`src/rtl/iterative_shift_add_pkg.sv`:
```
// Shared types, constants and helpers for the iterative shift-add engine.
package iter_pkg;

  // Controller states.
  typedef enum logic [1:0] {
    IDLE = 2'd0,
    RUN  = 2'd1,
    DONE = 2'd2
  } state_t;

  // Operation modes.
  localparam logic MODE_MUL = 1'b0;  // shift-add multiply
  localparam logic MODE_REP = 1'b1;  // repeat-accumulate

  // Widest vector xnor_reduce accepts; narrower values are zero-extended,
  // which leaves the parity, and therefore the result, unchanged.
  localparam int XNOR_MAX_WIDTH = 256;

  // Reduction XNOR: 1 when the vector has an even number of set bits.
  function automatic logic xnor_reduce(input logic [XNOR_MAX_WIDTH-1:0] value);
    return ~^value;
  endfunction

  // Counter width must hold both WIDTH (mode 0 load) and 2**WIDTH-1
  // (largest mode 1 repeat count), so it is never narrower than WIDTH.
  function automatic int cnt_width(input int width);
    int c;
    c = $clog2(width + 1);
    return (c > width) ? c : width;
  endfunction

endpackage

```
`src/rtl/iterative_shift_add_if.sv`:
```
// Request/response bundle between a requester and the shift-add engine.
interface iterative_shift_add_if
  import iter_pkg::*;
#(
  parameter int WIDTH     = 8,
  parameter int ACC_WIDTH = 2 * WIDTH,
  parameter int CNT_WIDTH = cnt_width(WIDTH)
);

  logic                 start;
  logic                 mode;
  logic [WIDTH-1:0]     a;
  logic [WIDTH-1:0]     b;
  logic                 ready;
  logic                 busy;
  logic                 done;
  logic [ACC_WIDTH-1:0] result;
  logic                 result_xnor;
  logic [CNT_WIDTH-1:0] iter;

  // Requester side.
  modport master (
    output start, mode, a, b,
    input  ready, busy, done, result, result_xnor, iter
  );

  // Engine side.
  modport slave (
    input  start, mode, a, b,
    output ready, busy, done, result, result_xnor, iter
  );

endinterface

```
`src/rtl/iterative_shift_add_loop_counter.sv`:
```
// Down-counter that paces the iterations of one operation.
module loop_counter #(
  parameter int CNT_WIDTH = 8
) (
  input  logic                 clock,
  input  logic                 reset,
  input  logic                 load,
  input  logic [CNT_WIDTH-1:0] load_value,
  input  logic                 dec,
  output logic                 last,
  output logic                 zero
);

  logic [CNT_WIDTH-1:0] count;

  // Load takes priority; decrement saturates at zero.
  always_ff @(posedge clock) begin
    // NOTE: state registers use non-blocking assignments so every flop
    // samples pre-edge values regardless of statement order.
    if (reset) begin
      count <= '0;
    end else if (load) begin
      count <= load_value;
    end else if (dec && (count != '0)) begin
      count <= count - CNT_WIDTH'(1);
    end
  end

  assign last = (count == CNT_WIDTH'(1));
  assign zero = (count == '0);

endmodule

```
`src/rtl/iterative_shift_add.sv`:
```
// Multi-cycle unsigned multiply / repeat-accumulate engine, one step per clock.
module iterative_shift_add
  import iter_pkg::*;
#(
  parameter int WIDTH     = 8,
  parameter int ACC_WIDTH = 2 * WIDTH,
  parameter int CNT_WIDTH = cnt_width(WIDTH)
) (
  input logic                 clock,
  input logic                 reset,
  iterative_shift_add_if.slave bus
);

  state_t               state;
  logic                 mode_q;
  logic [ACC_WIDTH-1:0] mcand;
  logic [WIDTH-1:0]     mplier;
  logic [ACC_WIDTH-1:0] acc;
  logic [ACC_WIDTH-1:0] step_add;
  logic [ACC_WIDTH-1:0] acc_next;

  logic                 ready_q;
  logic                 busy_q;
  logic                 done_q;
  logic [ACC_WIDTH-1:0] result_q;
  logic                 result_xnor_q;
  logic [CNT_WIDTH-1:0] iter_q;

  logic                 accept;
  logic [CNT_WIDTH-1:0] load_value;
  logic                 cnt_last;
  logic                 cnt_zero;

  // A request is taken in IDLE and also in DONE, so operations can chain
  // with no bubble.
  assign accept     = bus.start && ((state == IDLE) || (state == DONE));
  assign load_value = (bus.mode == MODE_MUL) ? CNT_WIDTH'(WIDTH)
                                             : CNT_WIDTH'(bus.b);

  loop_counter #(
    .CNT_WIDTH (CNT_WIDTH)
  ) u_loop_counter (
    .clock      (clock),
    .reset      (reset),
    .load       (accept),
    .load_value (load_value),
    .dec        (state == RUN),
    .last       (cnt_last),
    .zero       (cnt_zero)
  );

  // Addend for the current iteration: gated by the multiplier LSB in
  // multiply mode, always the captured operand in repeat mode.
  always_comb begin
    // NOTE: a default first means every path assigns, so no latch is inferred.
    step_add = '0;
    if (mode_q == MODE_REP) begin
      step_add = mcand;
    end else if (mplier[0]) begin
      step_add = mcand;
    end
  end

  assign acc_next = acc + step_add;

  // Controller and datapath: state, operand registers and registered outputs.
  always_ff @(posedge clock) begin
    if (reset) begin
      state         <= IDLE;
      mode_q        <= MODE_MUL;
      mcand         <= '0;
      mplier        <= '0;
      acc           <= '0;
      ready_q       <= 1'b1;
      busy_q        <= 1'b0;
      done_q        <= 1'b0;
      result_q      <= '0;
      result_xnor_q <= 1'b1;
      iter_q        <= '0;
    end else begin
      done_q <= 1'b0;
      case (state)
        IDLE, DONE: begin
          if (bus.start) begin
            mode_q <= bus.mode;
            mcand  <= ACC_WIDTH'(bus.a);
            mplier <= bus.b;
            acc    <= '0;
            iter_q <= '0;
            if (load_value != '0) begin
              state   <= RUN;
              ready_q <= 1'b0;
              busy_q  <= 1'b1;
            end else begin
              // Zero-length operation: finish straight away with result 0.
              state         <= DONE;
              ready_q       <= 1'b1;
              busy_q        <= 1'b0;
              done_q        <= 1'b1;
              result_q      <= '0;
              result_xnor_q <= xnor_reduce('0);
            end
          end else begin
            state   <= IDLE;
            ready_q <= 1'b1;
            busy_q  <= 1'b0;
          end
        end

        RUN: begin
          acc    <= acc_next;
          iter_q <= iter_q + CNT_WIDTH'(1);
          if (mode_q == MODE_MUL) begin
            mcand  <= mcand << 1;
            mplier <= mplier >> 1;
          end
          // The zero check only guards against a stuck run; the last flag
          // is the normal exit.
          if (cnt_last || cnt_zero) begin
            state         <= DONE;
            ready_q       <= 1'b1;
            busy_q        <= 1'b0;
            done_q        <= 1'b1;
            result_q      <= acc_next;
            result_xnor_q <= xnor_reduce(XNOR_MAX_WIDTH'(acc_next));
          end
        end

        default: begin
          state   <= IDLE;
          ready_q <= 1'b1;
          busy_q  <= 1'b0;
        end
      endcase
    end
  end

  assign bus.ready       = ready_q;
  assign bus.busy        = busy_q;
  assign bus.done        = done_q;
  assign bus.result      = result_q;
  assign bus.result_xnor = result_xnor_q;
  assign bus.iter        = iter_q;

endmodule
```
`src/flat_wrapper.sv`:
```
// flat-port wrapper written by rule: the top's interface ports become plain ports
module iterative_shift_add_flat import iter_pkg::*;
#(
  parameter int WIDTH     = 8,
  parameter int ACC_WIDTH = 2 * WIDTH,
  parameter int CNT_WIDTH = cnt_width(WIDTH)
)
  (clock, reset, bus_start, bus_mode, bus_a, bus_b, bus_ready, bus_busy, bus_done, bus_result, bus_result_xnor, bus_iter);
  iterative_shift_add_if #(.WIDTH(WIDTH), .ACC_WIDTH(ACC_WIDTH), .CNT_WIDTH(CNT_WIDTH)) bus_i ();
  input logic clock;
  input logic reset;
  input wire logic [$bits(bus_i.start)-1:0] bus_start;
  input wire logic [$bits(bus_i.mode)-1:0] bus_mode;
  input wire logic [$bits(bus_i.a)-1:0] bus_a;
  input wire logic [$bits(bus_i.b)-1:0] bus_b;
  output wire logic [$bits(bus_i.ready)-1:0] bus_ready;
  output wire logic [$bits(bus_i.busy)-1:0] bus_busy;
  output wire logic [$bits(bus_i.done)-1:0] bus_done;
  output wire logic [$bits(bus_i.result)-1:0] bus_result;
  output wire logic [$bits(bus_i.result_xnor)-1:0] bus_result_xnor;
  output wire logic [$bits(bus_i.iter)-1:0] bus_iter;
  assign bus_i.start = bus_start;
  assign bus_i.mode = bus_mode;
  assign bus_i.a = bus_a;
  assign bus_i.b = bus_b;
  assign bus_ready = bus_i.ready;
  assign bus_busy = bus_i.busy;
  assign bus_done = bus_i.done;
  assign bus_result = bus_i.result;
  assign bus_result_xnor = bus_i.result_xnor;
  assign bus_iter = bus_i.iter;
  iterative_shift_add #(.WIDTH(WIDTH), .ACC_WIDTH(ACC_WIDTH), .CNT_WIDTH(CNT_WIDTH)) u_core (.clock(clock), .reset(reset), .bus(bus_i));
endmodule
```
`config.mk`:
```
export PLATFORM = sky130hd
export DESIGN_NAME = iterative_shift_add_flat
export DESIGN_NICKNAME = d
export VERILOG_FILES = /design/src/rtl/iterative_shift_add_pkg.sv /design/src/rtl/iterative_shift_add_if.sv /design/src/rtl/iterative_shift_add_loop_counter.sv /design/src/rtl/iterative_shift_add.sv /design/src/flat_wrapper.sv
export SDC_FILE = /design/constraint.sdc
export NUM_CORES = 1
export LEC_CHECK = 0
export BUFFER_PORTS_ARGS = -buffer_cell sky130_fd_sc_hd__clkbuf_2
export CAP_MARGIN = 20
export CORE_ASPECT_RATIO = 0.75
export CORE_UTILIZATION = 40
export CTS_BUF_LIST = sky130_fd_sc_hd__clkbuf_8
export CTS_CLUSTER_DIAMETER = 40
export DETAILED_ROUTE_END_ITERATION = 12
export PLACE_DENSITY = 0.56
export SYNTH_ARGS = -nofsm -noshare
export SYNTH_HDL_FRONTEND = slang
export SYNTH_SLANG_ARGS = --single-unit
```
`constraint.sdc`:
```
create_clock -name clock -period 10.98 [get_ports clock]
set_input_delay 1.647 -clock clock [delete_from_list [all_inputs] [get_ports clock]]
set_output_delay 1.647 -clock clock [all_outputs]
set_load 0.005 [all_outputs]
```
==> flow_summary.yaml <==
status:
  outcome: "completed"
synth:
  syn_inst: 505
  avgSynthCellArea_um2: 8.20
  synthArstFlopShare: 0
  synthesis.nets: 546
  synth_edf_count: 0
  synthTopCellsByCount: "dfxtp_1 (79), nor2_1 (75), nand2_1 (64), a21oi_1 (35), a22oi_1 (31)"
  ys_seq_area_frac: 0.382
  synth_top_cell_area_share: 0.382
  synth.most_common_cell: "dfxtp_1"
  synth_cell_types: 47
  synth_flop_cell: "dfxtp_1"
  syn_area_um2: 4140
  post-synth-top-area-cell: "dfxtp_1"
  ys.warnings.count: 0
  synth_area_leaders: "dfxtp_1 (38%), nor2_1 (6.8%), ha_1 (6.0%)"
  ys_ff_latch: 79
drt:
  final_antenna_net_count: 0
  drc: 0
  viasPerCell: 5.34
  wl_per_cell_um: 15.6
  num_vias: 3593
  wl_um: 10500
  dr.pass1.iters: 5
  drtIter0Drc: 219
timing:
  slew_violations: 0
  max_freq_ghz: 0.235
  finalHoldViolCount: 0
  setup_slack_ns: 6.72
  setup_viol: 0
  fin_crit_ns: 4.26
  rsz0062_at_grt: "no"
  worstMarginPinSlew_ns: 1.01
  finalCritPeriodShare: 0.388
  finalSetupTns_ns: 0
  slew_headroom: 0.324
  clock_skew_ns: 0.00774
critical_path:
  r2r_end: "u_core.bus.result_xnor"
  cpMostUsedCell: "xnor2_1"
  cp_cell_sequence: "nor2_1, nor2b_1, ha_1, inv_1, fa_1, xnor2_1, xnor2_1, xnor2_1, xnor3_1, xnor2_1, xnor2_1, xnor3_1, xnor3_1, o41a_1"
  worstSetupPathType: "flip-flop to flip-flop"
  cp_slowest_cell: "nor2_1"
  required_ns: 11.24
  r2r-start: "u_core.mode_q"
  r2r_slack_ns: 6.72
  critPathMaxStageDelay_ns: 0.78
  endpoint_kind: "flip-flop"
  cp-start-kind: "flip-flop"
  arrival_ns: 4.53
  rr_worst_depth: 14
  crit_fanout: 15
placement:
  dpl.hpwl_um: 7100
  dp_cells: 657
  io_buffers: 47
  place.gp.congestion: 0.863
  dp_slack_ns: 6.68
  dpl_cell_area_um2: 4470
floorplanning:
  die_area_um2: 10800
  io_pins: 48
  die_height_um: 90.1
  start_util: 0.420
  core_um2: 9850
  die_w_um: 120
  num_rows: 31
global_route:
  grt_max_degree: 79
  antenna_found_initial: 0
  gr-total-overflow: 0
  grt_pass1_vias: 3386
  grt_pass1_wl_um: 17200
  track_usage: 0.203
cts:
  postCtsResizedCells: 0
  cts_tree: "built"
  htree_num_levels: 3
  clockRootBuffer: "clkbuf_8"
  clkTransAtPathRegs_ns: 0.08
  cts-hold-fix-buffers: 0
  clkLatencyLatePin_ns: 0.38
  clock_tree.buffer_depth: 2
  clock_sink_count: 79
  cts_buffers: 9
  cts_setup_buffers: 0
power_and_ir_drop:
  p_sw_uw: 203
  seqPwrFrac: 0.459
  power_leakage_nw: 1.91
  power.total_uw: 684
  p_int_uw: 481
  swShare: 0.297
  peakVddDrop_mv: 0.0667
  power.density_nw_per_um2: 146
  combPwrFrac: 0.190
  clkPwrFrac: 0.351
layout:
  drive_gt1_frac: 0.150
  antenna_cells: 0
  fillers: 1006
  layout.nets: 577
  finalNonFillerCells: 673
  synthToLayoutAreaGrowth_pct: 13.0
  final_area_um2: 4680
run:
  drv_cap: 0
worst_hold_path:
  min_path_cells: 1
  hold_end: "u_core.bus.busy"
  holdCritPathClass: "flip-flop to flip-flop"
  holdCritStartpoint: "u_core.bus.busy"
==> power groups by stage <==
stage	clock (mW)	sequential [mW]	combinational, mW
3_3_place_gp	0	0.320	0.128
5_1_grt	0.256	0.316	0.144
6_report	0.240	0.314	0.130
4_1_cts	0.246	0.314	0.131
2_1_floorplan	0	0.317	0.0968
3_5_place_dp	0	0.320	0.130
==> layout by cell type, fill, tap and decap left out, types with 6 or more instances in the layout <==
cell type / instances
nand2_1: 64
nand3_1: 25
dfxtp_1: 79
nor2_1: 73
a22oi_1: 31
clkbuf_2: 47
nor3_1: 8
a21oi_1: 35
ha_1: 20
buf_4: 6
xor2_1: 9
xnor2_1: 18
nor2b_1: 18
clkbuf_8: 9
a311oi_1: 15
inv_1: 9
a211oi_1: 8
==> cell type report <==
class	count	area [um2]	share of cell area
inverters	8	30.0	0.00641
repair buffers	53	280	0.0598
flip-flops and latches	79	1580	0.338
multi-input cells	385	2410	0.515
clock inverters	7	88.8	0.0190
clock buffers	9	124	0.0264
well taps	132	165	0.0353
==> routing by layer <==
layer  part of all wire  global-route usage  up-vias
met1               0.53               0.297     1677
met5             0.0037              0.0288        -
met4             0.0085              0.0594        2
li1                   -                   -     1834
met2               0.41               0.287       71
met3              0.047              0.0501        9
==> how the worst max path moves through the flow <==
stage	from	end	slack (ns)
floorplan	u_core.mode_q	u_core.bus.result_xnor	7.24
global placement	u_core.mode_q	u_core.bus.result_xnor	6.84
detailed placement	u_core.mode_q	u_core.bus.result_xnor	6.68
CTS	u_core.mode_q	u_core.bus.result_xnor	6.65
global route	u_core.mode_q	u_core.bus.result_xnor	6.35
finish	u_core.mode_q	u_core.bus.result_xnor	6.72
==> worst max-delay path, delay by kind of cell (launching register included) <==
kind                       cells  cell delay [ns]
buffers and inverters          1             0.07
and+or+nand+nor                2             0.89
DFF                            1             0.34
AOI/OAI and AO/OA              1             0.31
xor gates and xnor gates       8             1.82
adders and majority gates      2             0.71
==> registers in the layout (all words and copies together) (netlist names) <==
name / cells
u_core.acc: 16
u_core.bus.busy: 1
u_core.bus.done: 1
u_core.bus.iter: 8
u_core.bus.ready: 1
u_core.bus.result: 16
u_core.bus.result_xnor: 1
u_core.mcand: 16
u_core.mode_q: 1
u_core.mplier: 8
u_core.state: 2
u_core.u_loop_counter.count: 8
==> cells by family after synthesis <==
logic type | count (synthesis) | share of synthesized area
buffers and inverters | 41 | 0.0374
flip-flops | 79 | 0.382
XOR/XNOR | 32 | 0.0828
AO/OA/AOI/OAI | 117 | 0.197
multiplexers | 3 | 0.00785
AND/OR/NAND/NOR | 212 | 0.228
adder cells (fa/ha/maj) | 21 | 0.0652
==> metrics by stage <==
step	hold slack, ns	utilization
after floorplan	0.441	-
after global placement	0.449	0.454
after detailed placement	0.452	0.454
after CTS	0.468	0.475
after global routing	0.487	0.475
final	0.469	0.475
Note: power is estimated with default switching activity, not from simulation.
